$ cat src/rtl/uart_pos_cmd_rx_pkg.sv
// Shared constants, state encodings and hex helpers for the UART position command receiver.
package uart_pos_cmd_rx_pkg;

   localparam int unsigned OS_RATE = 16;

   localparam logic [7:0] CH_P  = 8'h50;
   localparam logic [7:0] CH_p  = 8'h70;
   localparam logic [7:0] CH_CR = 8'h0D;
   localparam logic [7:0] CH_LF = 8'h0A;
   localparam logic [7:0] CH_0  = 8'h30;
   localparam logic [7:0] CH_9  = 8'h39;
   localparam logic [7:0] CH_A  = 8'h41;
   localparam logic [7:0] CH_F  = 8'h46;
   localparam logic [7:0] CH_a  = 8'h61;
   localparam logic [7:0] CH_f  = 8'h66;

   typedef enum logic [1:0] {RX_IDLE, RX_START, RX_DATA, RX_STOP} rx_state_t;
   typedef enum logic [1:0] {PS_WAIT_P, PS_GET_X, PS_GET_Y, PS_WAIT_END} parse_state_t;

   function automatic logic is_hex(input logic [7:0] c);
      return ((c >= CH_0) && (c <= CH_9)) ||
             ((c >= CH_A) && (c <= CH_F)) ||
             ((c >= CH_a) && (c <= CH_f));
   endfunction

   function automatic logic [3:0] hex_val(input logic [7:0] c);
      logic [3:0] v;
      v = 4'd0;
      if ((c >= CH_0) && (c <= CH_9))      v = 4'(c - CH_0);
      else if ((c >= CH_A) && (c <= CH_F)) v = 4'(c - CH_A + 8'd10);
      else if ((c >= CH_a) && (c <= CH_f)) v = 4'(c - CH_a + 8'd10);
      return v;
   endfunction

endpackage

$ cat src/rtl/uart_rx_byte.sv
// 8N1 byte receiver: rx synchroniser, 16x oversample tick divider and start/data/stop FSM.
module uart_rx_byte
   import uart_pos_cmd_rx_pkg::*;
#(
   parameter int unsigned CLK_FREQ = 100_000_000,
   parameter int unsigned BAUD     = 9600
) (
   input  logic       CLK,
   input  logic       reset,
   input  logic       rx,
   output logic [7:0] rx_data,
   output logic       rx_valid,
   output logic       frame_err
);

   localparam int unsigned OS_DIV_RAW = CLK_FREQ / (BAUD * OS_RATE);
   localparam int unsigned OS_DIV     = (OS_DIV_RAW < 1) ? 1 : OS_DIV_RAW;
   localparam int unsigned DIV_W      = (OS_DIV > 1) ? $clog2(OS_DIV) : 1;
   localparam logic [3:0]  HALF_LAST  = 4'(OS_RATE / 2 - 1);
   localparam logic [3:0]  FULL_LAST  = 4'(OS_RATE - 1);

   logic [DIV_W-1:0] div_cnt;
   logic             tick_c;
   logic             rx_meta, rx_sync;

   rx_state_t state, state_n;
   logic [3:0] tick_cnt, tick_cnt_n;
   logic [2:0] bit_cnt, bit_cnt_n;
   logic [7:0] shift, shift_n;
   logic       valid_c, ferr_c;

   assign tick_c = (div_cnt == DIV_W'(OS_DIV - 1));

   // Free-running oversample divider and two-flop synchroniser
   always_ff @(posedge CLK) begin
      if (reset) begin
         div_cnt <= '0;
         rx_meta <= 1'b1;
         rx_sync <= 1'b1;
      end else begin
         div_cnt <= tick_c ? '0 : div_cnt + DIV_W'(1);
         rx_meta <= rx;
         rx_sync <= rx_meta;
      end
   end

   always_ff @(posedge CLK) begin
      if (reset) begin
         state     <= RX_IDLE;
         tick_cnt  <= '0;
         bit_cnt   <= '0;
         shift     <= '0;
         rx_data   <= '0;
         rx_valid  <= 1'b0;
         frame_err <= 1'b0;
      end else begin
         state     <= state_n;
         tick_cnt  <= tick_cnt_n;
         bit_cnt   <= bit_cnt_n;
         shift     <= shift_n;
         rx_valid  <= valid_c;
         frame_err <= ferr_c;
         if (valid_c) rx_data <= shift;
      end
   end

   always_comb begin
      state_n    = state;
      tick_cnt_n = tick_cnt;
      bit_cnt_n  = bit_cnt;
      shift_n    = shift;
      valid_c    = 1'b0;
      ferr_c     = 1'b0;
      if (tick_c) begin
         unique case (state)
            RX_IDLE: begin
               if (!rx_sync) begin
                  state_n    = RX_START;
                  tick_cnt_n = '0;
               end
            end
            RX_START: begin
               tick_cnt_n = tick_cnt + 4'd1;
               if (tick_cnt == HALF_LAST) begin
                  tick_cnt_n = '0;
                  bit_cnt_n  = '0;
                  state_n    = rx_sync ? RX_IDLE : RX_DATA;
               end
            end
            RX_DATA: begin
               tick_cnt_n = tick_cnt + 4'd1;
               if (tick_cnt == FULL_LAST) begin
                  tick_cnt_n = '0;
                  shift_n    = {rx_sync, shift[7:1]};
                  bit_cnt_n  = bit_cnt + 3'd1;
                  if (bit_cnt == 3'd7) state_n = RX_STOP;
               end
            end
            RX_STOP: begin
               tick_cnt_n = tick_cnt + 4'd1;
               if (tick_cnt == FULL_LAST) begin
                  tick_cnt_n = '0;
                  valid_c    = rx_sync;
                  ferr_c     = !rx_sync;
                  state_n    = RX_IDLE;
               end
            end
            default: state_n = RX_IDLE;
         endcase
      end
   end

endmodule

$ cat src/rtl/uart_pos_cmd_rx.sv
// UART position command receiver: parses 'P' x y <CR|LF> and commits 4-bit grid coordinates.
module uart_pos_cmd_rx
   import uart_pos_cmd_rx_pkg::*;
#(
   parameter int unsigned CLK_FREQ = 100_000_000,
   parameter int unsigned BAUD     = 9600
) (
   input  logic       CLK,
   input  logic       reset,
   input  logic       rx,
   output logic [7:0] position_x,
   output logic [7:0] position_y,
   output logic       pos_update,
   output logic [7:0] rx_data,
   output logic       rx_valid,
   output logic       frame_err,
   output logic       cmd_err
);

   parse_state_t pstate, pstate_n;
   logic [3:0]   x_tmp, x_tmp_n;
   logic [3:0]   y_tmp, y_tmp_n;
   logic         commit_c, cmd_err_c;

   uart_rx_byte #(.CLK_FREQ(CLK_FREQ), .BAUD(BAUD)) u_rx (
      .CLK       (CLK),
      .reset     (reset),
      .rx        (rx),
      .rx_data   (rx_data),
      .rx_valid  (rx_valid),
      .frame_err (frame_err)
   );

   always_ff @(posedge CLK) begin
      if (reset) begin
         pstate     <= PS_WAIT_P;
         x_tmp      <= '0;
         y_tmp      <= '0;
         position_x <= '0;
         position_y <= '0;
         pos_update <= 1'b0;
         cmd_err    <= 1'b0;
      end else begin
         pstate     <= pstate_n;
         x_tmp      <= x_tmp_n;
         y_tmp      <= y_tmp_n;
         pos_update <= commit_c;
         cmd_err    <= cmd_err_c;
         if (commit_c) begin
            position_x <= {4'b0, x_tmp};
            position_y <= {4'b0, y_tmp};
         end
      end
   end

   // A command start byte resyncs from any state; a framing error silently drops the command
   always_comb begin
      pstate_n  = pstate;
      x_tmp_n   = x_tmp;
      y_tmp_n   = y_tmp;
      commit_c  = 1'b0;
      cmd_err_c = 1'b0;
      if (frame_err) begin
         pstate_n = PS_WAIT_P;
      end else if (rx_valid) begin
         if ((rx_data == CH_P) || (rx_data == CH_p)) begin
            pstate_n = PS_GET_X;
         end else begin
            unique case (pstate)
               PS_WAIT_P: pstate_n = PS_WAIT_P;
               PS_GET_X: begin
                  if (is_hex(rx_data)) begin
                     x_tmp_n  = hex_val(rx_data);
                     pstate_n = PS_GET_Y;
                  end else begin
                     cmd_err_c = 1'b1;
                     pstate_n  = PS_WAIT_P;
                  end
               end
               PS_GET_Y: begin
                  if (is_hex(rx_data)) begin
                     y_tmp_n  = hex_val(rx_data);
                     pstate_n = PS_WAIT_END;
                  end else begin
                     cmd_err_c = 1'b1;
                     pstate_n  = PS_WAIT_P;
                  end
               end
               PS_WAIT_END: begin
                  if ((rx_data == CH_CR) || (rx_data == CH_LF)) commit_c  = 1'b1;
                  else                                          cmd_err_c = 1'b1;
                  pstate_n = PS_WAIT_P;
               end
               default: pstate_n = PS_WAIT_P;
            endcase
         end
      end
   end

endmodule

$ cat config.mk
export PLATFORM = sky130hd
export DESIGN_NAME = uart_pos_cmd_rx
export DESIGN_NICKNAME = d
export VERILOG_FILES = /design/src/rtl/uart_pos_cmd_rx_pkg.sv /design/src/rtl/uart_rx_byte.sv /design/src/rtl/uart_pos_cmd_rx.sv
export SDC_FILE = /design/constraint.sdc
export NUM_CORES = 1
export LEC_CHECK = 0
export BUFFER_PORTS_ARGS = -buffer_cell sky130_fd_sc_hd__buf_2
export CORE_MARGIN = 4
export CORE_UTILIZATION = 35
export CTS_BUF_LIST = sky130_fd_sc_hd__clkbuf_16
export CTS_CLUSTER_DIAMETER = 30
export DETAILED_ROUTE_END_ITERATION = 6
export SYNTH_ARGS = -nofsm -noshare
export SYNTH_HDL_FRONTEND = slang
export SYNTH_SLANG_ARGS = --single-unit
export TNS_END_PERCENT = 1
$ cat constraint.sdc
create_clock -name CLK -period 4 [get_ports CLK]
set_clock_uncertainty 0.1 [all_clocks]
set_input_delay 0.4 -clock CLK [delete_from_list [all_inputs] [get_ports CLK]]
set_output_delay 0.4 -clock CLK [all_outputs]
set_load 0.05 [all_outputs]
# Word-level counts from Yosys, hierarchy flattened
# Index checks and enable logic that the tools add are counted.
# op_classes
reduce_logical	24
magnitude_cmp	6
n_mux	32
bitwise_logic	6
eq_ne	19
addsub	8
# op_table
op	n
two-way mux 4 bit	6
two-way mux 2 bit	9
equality test 8 x 4 -> 1 bit, second input constant	2
equality test 8 x 7 -> 1 bit, second input constant	2
greater-or-equal comparator 8 x 7 -> 1 bit, second input constant	2
less-or-equal comparator 8 x 7 -> 1 bit, second input constant	2
case mux 4 bit (3 select lines)	1
subtractor 4 x 1 -> 4 bit, second input constant	3
adder 10 x 1 -> 10 bit, second input constant	1
equality test 10 bit, second input constant	1
two-way mux 1 bit	10
AND reduction 5 bit	2
OR reduction 2 bit	5
adder 4 bit, second input constant	2
equality test 2 bit, second input constant	4
greater-or-equal comparator 8 x 6 -> 1 bit, second input constant	1
less-or-equal comparator 8 x 6 -> 1 bit, second input constant	1
!= test 2 x 1 -> 1 bit, second input constant	4
case mux 2 bit (4 select lines)	1
OR reduction 4 bit	2
two-way mux 3 bit	2
NOT 1 bit	6
case mux 2 bit (3 select lines)	1
case mux 3 bit (2 select lines)	1
other kinds (17)	24
# word_totals
reg_bits	59
input_bits	3
output_inout_bits	28
elab_cells	112

# Longest topological paths before layout
# depth
ltp_word	7
depth_mapped	8
ltp_nobuf	6

# Hierarchy
# A second synthesis with hierarchy kept.
# hier_totals
cells_unflattened	332
area_unflattened_um2	3084.2
# modules_own_cells
module	cells_per_inst	seq_area_each_um2	n_inst	area_each_um2
uart_rx_byte	181	780.7	1	1742.9
uart_pos_cmd_rx	151	400.4	1	1341.3

# Least setup slack after synthesis
# OpenSTA, ideal clock, no wires.
# synth_timing
path_type	reg-to-reg
start	reg u_rx.rx_data[6]
end	reg y_tmp[0]
path_slack_ns	1.652
synth_period_minus_slack_ns	2.348
arrival_ns	2.111
t_required_ns	3.764
stages_incl_launch_ff	5
n_path_buf	0
setup_ns	0.136
cell_sequence	dfxtp_1 -> or4b_2 -> nor3_1 -> o211ai_1 -> mux2i_1
# synth_via
elab_chain_len	5
elab_cells_between_ends	19
classes_between	6 x order compare; 2 x eq/ne; 3 x mux; 1 x bitwise; 7 x reduce/logical
# synth_rtl
element	line_no	rtl
start, declared	uart_rx_byte.sv:11	output logic [7:0] rx_data,
start signal, assigned	uart_rx_byte.sv:63	if (valid_c) rx_data <= shift;
greater-or-equal comparator 8 x 7 -> 1 bit, or another cell as far along	uart_pos_cmd_rx_pkg.sv:23, uart_pos_cmd_rx_pkg.sv:31	
logical AND 1 bit (on tied branches)	--	
two-way mux 4 bit or logical OR 1 bit (tied branches)	uart_pos_cmd_rx_pkg.sv:31, uart_pos_cmd_rx_pkg.sv:21	
two-way mux 4 bit or logical OR 1 bit (tied branches)	--	
two-way mux 4 bit or AND reduction 5 bit (tied branches)	--	
end signal, assigned	uart_pos_cmd_rx.sv:46	y_tmp <= y_tmp_n;
end, declared	uart_pos_cmd_rx.sv:22	logic [3:0] y_tmp, y_tmp_n;
# Parallel ways exist; a longest one is shown, timed or not.
# A chain may end at the register's enable or synchronous reset.

# Worst setup path in the final report
# layout_timing
start	reg u_rx.div_cnt[5]
end	reg u_rx.bit_cnt[0]
# layout_via
elab_chain_len	2
# layout_rtl
element	line_no	rtl
start, declared	uart_rx_byte.sv:22	logic [DIV_W-1:0] div_cnt;
start signal, assigned	uart_rx_byte.sv:41	div_cnt <= tick_c ? '0 : div_cnt + DIV_W'(1);
equality test 10 bit	uart_rx_byte.sv:32	assign tick_c = (div_cnt == DIV_W'(OS_DIV - 1));
AND reduction 4 bit (no line)	--	
end signal, assigned	uart_rx_byte.sv:59	bit_cnt <= bit_cnt_n;
end, declared	uart_rx_byte.sv:28	logic [2:0] bit_cnt, bit_cnt_n;
# No other way between the ends.

==> flow_summary.yaml <==
clock_network:
  path_clk_slew_ns: 0.05
  cts_setup_buffers: 0
  cts.path.max_buffers: 2
  root_buffer: "clkbuf_16"
  hold_buffers: 0
  cts_tree: "built"
  cts_sinks: 59
  clk_latency_ns: 0.32
  htreeDepth: 3
  ctsResizeCount: 0
  cts_buffers: 9
grt:
  antenna_found_initial: 0
  grt_pass1_vias: 2284
  grt_max_degree: 43
  grt_remaining_overflow: 0
  track_usage_pct: 13.20
  grt_pass1_wl_um: 10540
timing:
  finalSetupViolCount: 0
  fmaxAchievable_mhz: 422.5
  maxSlewViolCount: 0
  hold_viol_final: 0
  slew_headroom_pct: 50.45
  fin_crit_sh_pct: 59.17
  tightest_slew_ns: 0.7433
  fin_crit_ns: 2.367
  tns_ns: 0
  rsz0062_at_grt: "no"
drt:
  avgViaCountPerCell: 5.103
  drt_wl_total_um: 6041
  wl_per_cell_um: 12.91
  num_vias: 2388
  antenna_left: 0
  drt_iter0_markers: 101
  dr.pass1.iters: 4
  drc: 0
worst_setup_path:
  critPathKind: "flip-flop to flip-flop"
  crit_start: "u_rx.div_cnt[5]$_SDFF_PP0_"
  r2r_start: "u_rx.div_cnt[5]$_SDFF_PP0_"
  cp.required_ns: 4.15
  critPathBufInv: 0
  arrival_ns: 2.51
  crit_top_cell: "or4_4"
  cp-start-kind: "flip-flop"
  cp_max_fo: 29
  slowest_delay_ns: 0.65
  cp_slowest_cell: "or4_4"
  crit_family: "simple AND/OR/NAND/NOR gates"
  crit_chain: "or4_4 > or4_4 > or4_1 > a21oi_1"
  crit_path_end_kind: "flip-flop"
finish:
  final_util_pct: 41.25
  drive_gt1_share_pct: 13.22
  nets: 376
  areaGrowthSynthToFinish_pct: 15.47
  antenna_cells: 0
  regArea_sq_um: 1181
  multiInputGateArea_sq_um: 1568
  instances_no_fill: 468
  fillers: 828
floorplan:
  core-area_sq_um: 8175
  die_y_um: 99.35
  initial_core_util_pct: 35.72
  fp-row-count: 33
  die_w_um: 99.35
  dieArea_sq_um: 9869
  io_pins: 31
synth:
  yosys_warnings: 0
  synth.top_cell.area_share_pct: 40.45
  syn_area_per_cell_sq_um: 8.465
  synth_cell_types: 51
  synth_area_leaders: "dfxtp_1 40%, ha_1 6.4%, o21ai_0 5.8%"
  synth_cells: 345
  synthArstFlopShare_pct: 0
  synth-edff-count: 0
  ys_seq_elements: 59
  ys_seq_area_share_pct: 40.45
  synth_top_area_cell: "dfxtp_1"
  ys.flop_type: "dfxtp_1"
  synth_area_sq_um: 2920
worst_hold_path:
  hold_path_startpoint: "rx"
  hold_class: "input pin to flip-flop"
placement:
  gp_congestion: 0.7599
  dp_cells: 452
  hpwl_um: 4125
  io_buffers: 22
power_and_ir_drop:
  power.leakage_nw: 1.262
  p_total_mw: 1.430
  vdd_ir_drop_max_v: 0.0002403
  pwr_density_cell_nw_per_um2: 424.0
job:
  cap_violations: 0
run_status:
  status: "completed"
## area by class of cell
class | instances | area share [%]
repair buffers | 24 | 3.711
inverters | 15 | 1.670
multi-input cells | 249 | 46.49
clock buffers | 9 | 6.679
flip-flops and latches | 59 | 35.03
well taps | 105 | 3.896
clock inverters | 7 | 2.523
## layout by cell type, fill, tap and decap left out, types with 3 or more instances in the layout
| master | n |
|---|---|
| o21ai_0 | 34 |
| or2_2 | 3 |
| o211ai_1 | 7 |
| a211oi_1 | 3 |
| buf_2 | 22 |
| and3_1 | 4 |
| dfxtp_1 | 59 |
| nor3b_1 | 3 |
| inv_1 | 17 |
| nand4_1 | 11 |
| a211o_1 | 3 |
| nor2b_1 | 6 |
| nor4_1 | 3 |
| a21oi_1 | 32 |
| ha_1 | 15 |
| nand3_1 | 27 |
| nand2_1 | 21 |
| nor2_1 | 15 |
| nor3_1 | 5 |
| clkbuf_16 | 9 |
| xnor2_1 | 7 |
| conb_1 | 8 |
| mux2i_1 | 7 |
## path summary, 6_finish.rpt
| path | to | slack (ns) | cells past startpoint |
|---|---|---|---|
| worst max register to register | u_rx.bit_cnt[0]$_SDFFE_PP0P_ | 1.63 | 4 |
| worst max-delay path | u_rx.bit_cnt[0]$_SDFFE_PP0P_ | 1.63 | 4 |
| worst min-delay path | u_rx.rx_meta$_SDFF_PP1_ | 0.16 | 2 |
| worst min register to register | u_rx.rx_sync$_SDFF_PP1_ | 0.32 | 1 |
## cells in the mapped netlist, types with 2 or more instances
| library cell | instances |
|---|---|
| dfxtp_1 | 59 |
| o21ai_0 | 34 |
| a21oi_1 | 32 |
| nand3_1 | 27 |
| nand2_1 | 21 |
| clkbuf_1 | 17 |
| ha_1 | 15 |
| inv_1 | 15 |
| nor2_1 | 15 |
| nand4_1 | 11 |
| buf_4 | 8 |
| mux2i_1 | 7 |
| o211ai_1 | 7 |
| xnor2_1 | 7 |
| nor2b_1 | 6 |
| nor3_1 | 5 |
| and3_1 | 4 |
| nor4_1 | 4 |
| a211o_1 | 3 |
| a211oi_1 | 3 |
| nor3b_1 | 3 |
| or2_2 | 3 |
| a21o_1 | 2 |
| a31oi_1 | 2 |
| and3b_1 | 2 |
| buf_1 | 2 |
| nor4b_1 | 2 |
| o32ai_1 | 2 |
| or3_1 | 2 |
| or4_1 | 2 |
| or4_4 | 2 |
| xor2_1 | 2 |
## layer usage
metal  global-route usage, %  part of all wire, %  up-vias
met5                       0                    0        -
met3                   3.787                  3.8        6
met1                   15.21                   45     1104
li1                        -                    -     1248
met2                   22.78                   50       30
met4                   5.672                  1.5        0
## flip-flops by register name (all words and copies together) (netlist names), named ones only
name	flops
u_rx.div_cnt	10
u_rx.rx_data	8
u_rx.shift	8
position_x	4
position_y	4
u_rx.tick_cnt	4
x_tmp	4
y_tmp	4
u_rx.bit_cnt	3
pstate	2
cmd_err	1
pos_update	1
u_rx.frame_err	1
u_rx.rx_meta	1
u_rx.rx_sync	1
u_rx.rx_valid	1
u_rx.state	1
## kinds of logic (layout without fill, tap and decap cells)
kind of cell    Yosys count  count (layout)  synth area share (%)
buf+inv                  44              55                 6.984
flops                    59              59                 40.45
mux                       8               8                 2.785
xor+xnor                  9               9                 2.699
compound gates           92              92                 18.38
simple gates            117             117                 22.15
fa+ha+maj                15              15                 6.427
other cells               1               8                0.1284
## power by group
group	leakage (nW)	switching, mW	internal, mW
Clock	0.158	0.260	0.537
Combinational	0.628	0.0306	0.00498
Sequential	0.476	0.00427	0.592
Total	1.26	0.295	1.13
## stage by stage
stage / setup slack, ns / cell area (sq um) / hold WS, ns
floorplan: 1.652 / 2947 / 0.2895
global placement: 1.651 / 3062 / 0.2981
detailed placement: 1.631 / 3062 / 0.3066
CTS: 1.618 / 3372 / 0.1550
global route: 1.433 / 3372 / 0.1644
finish: 1.633 / 3372 / 0.1634
No activity file was read; power rests on OpenSTA's default activity.
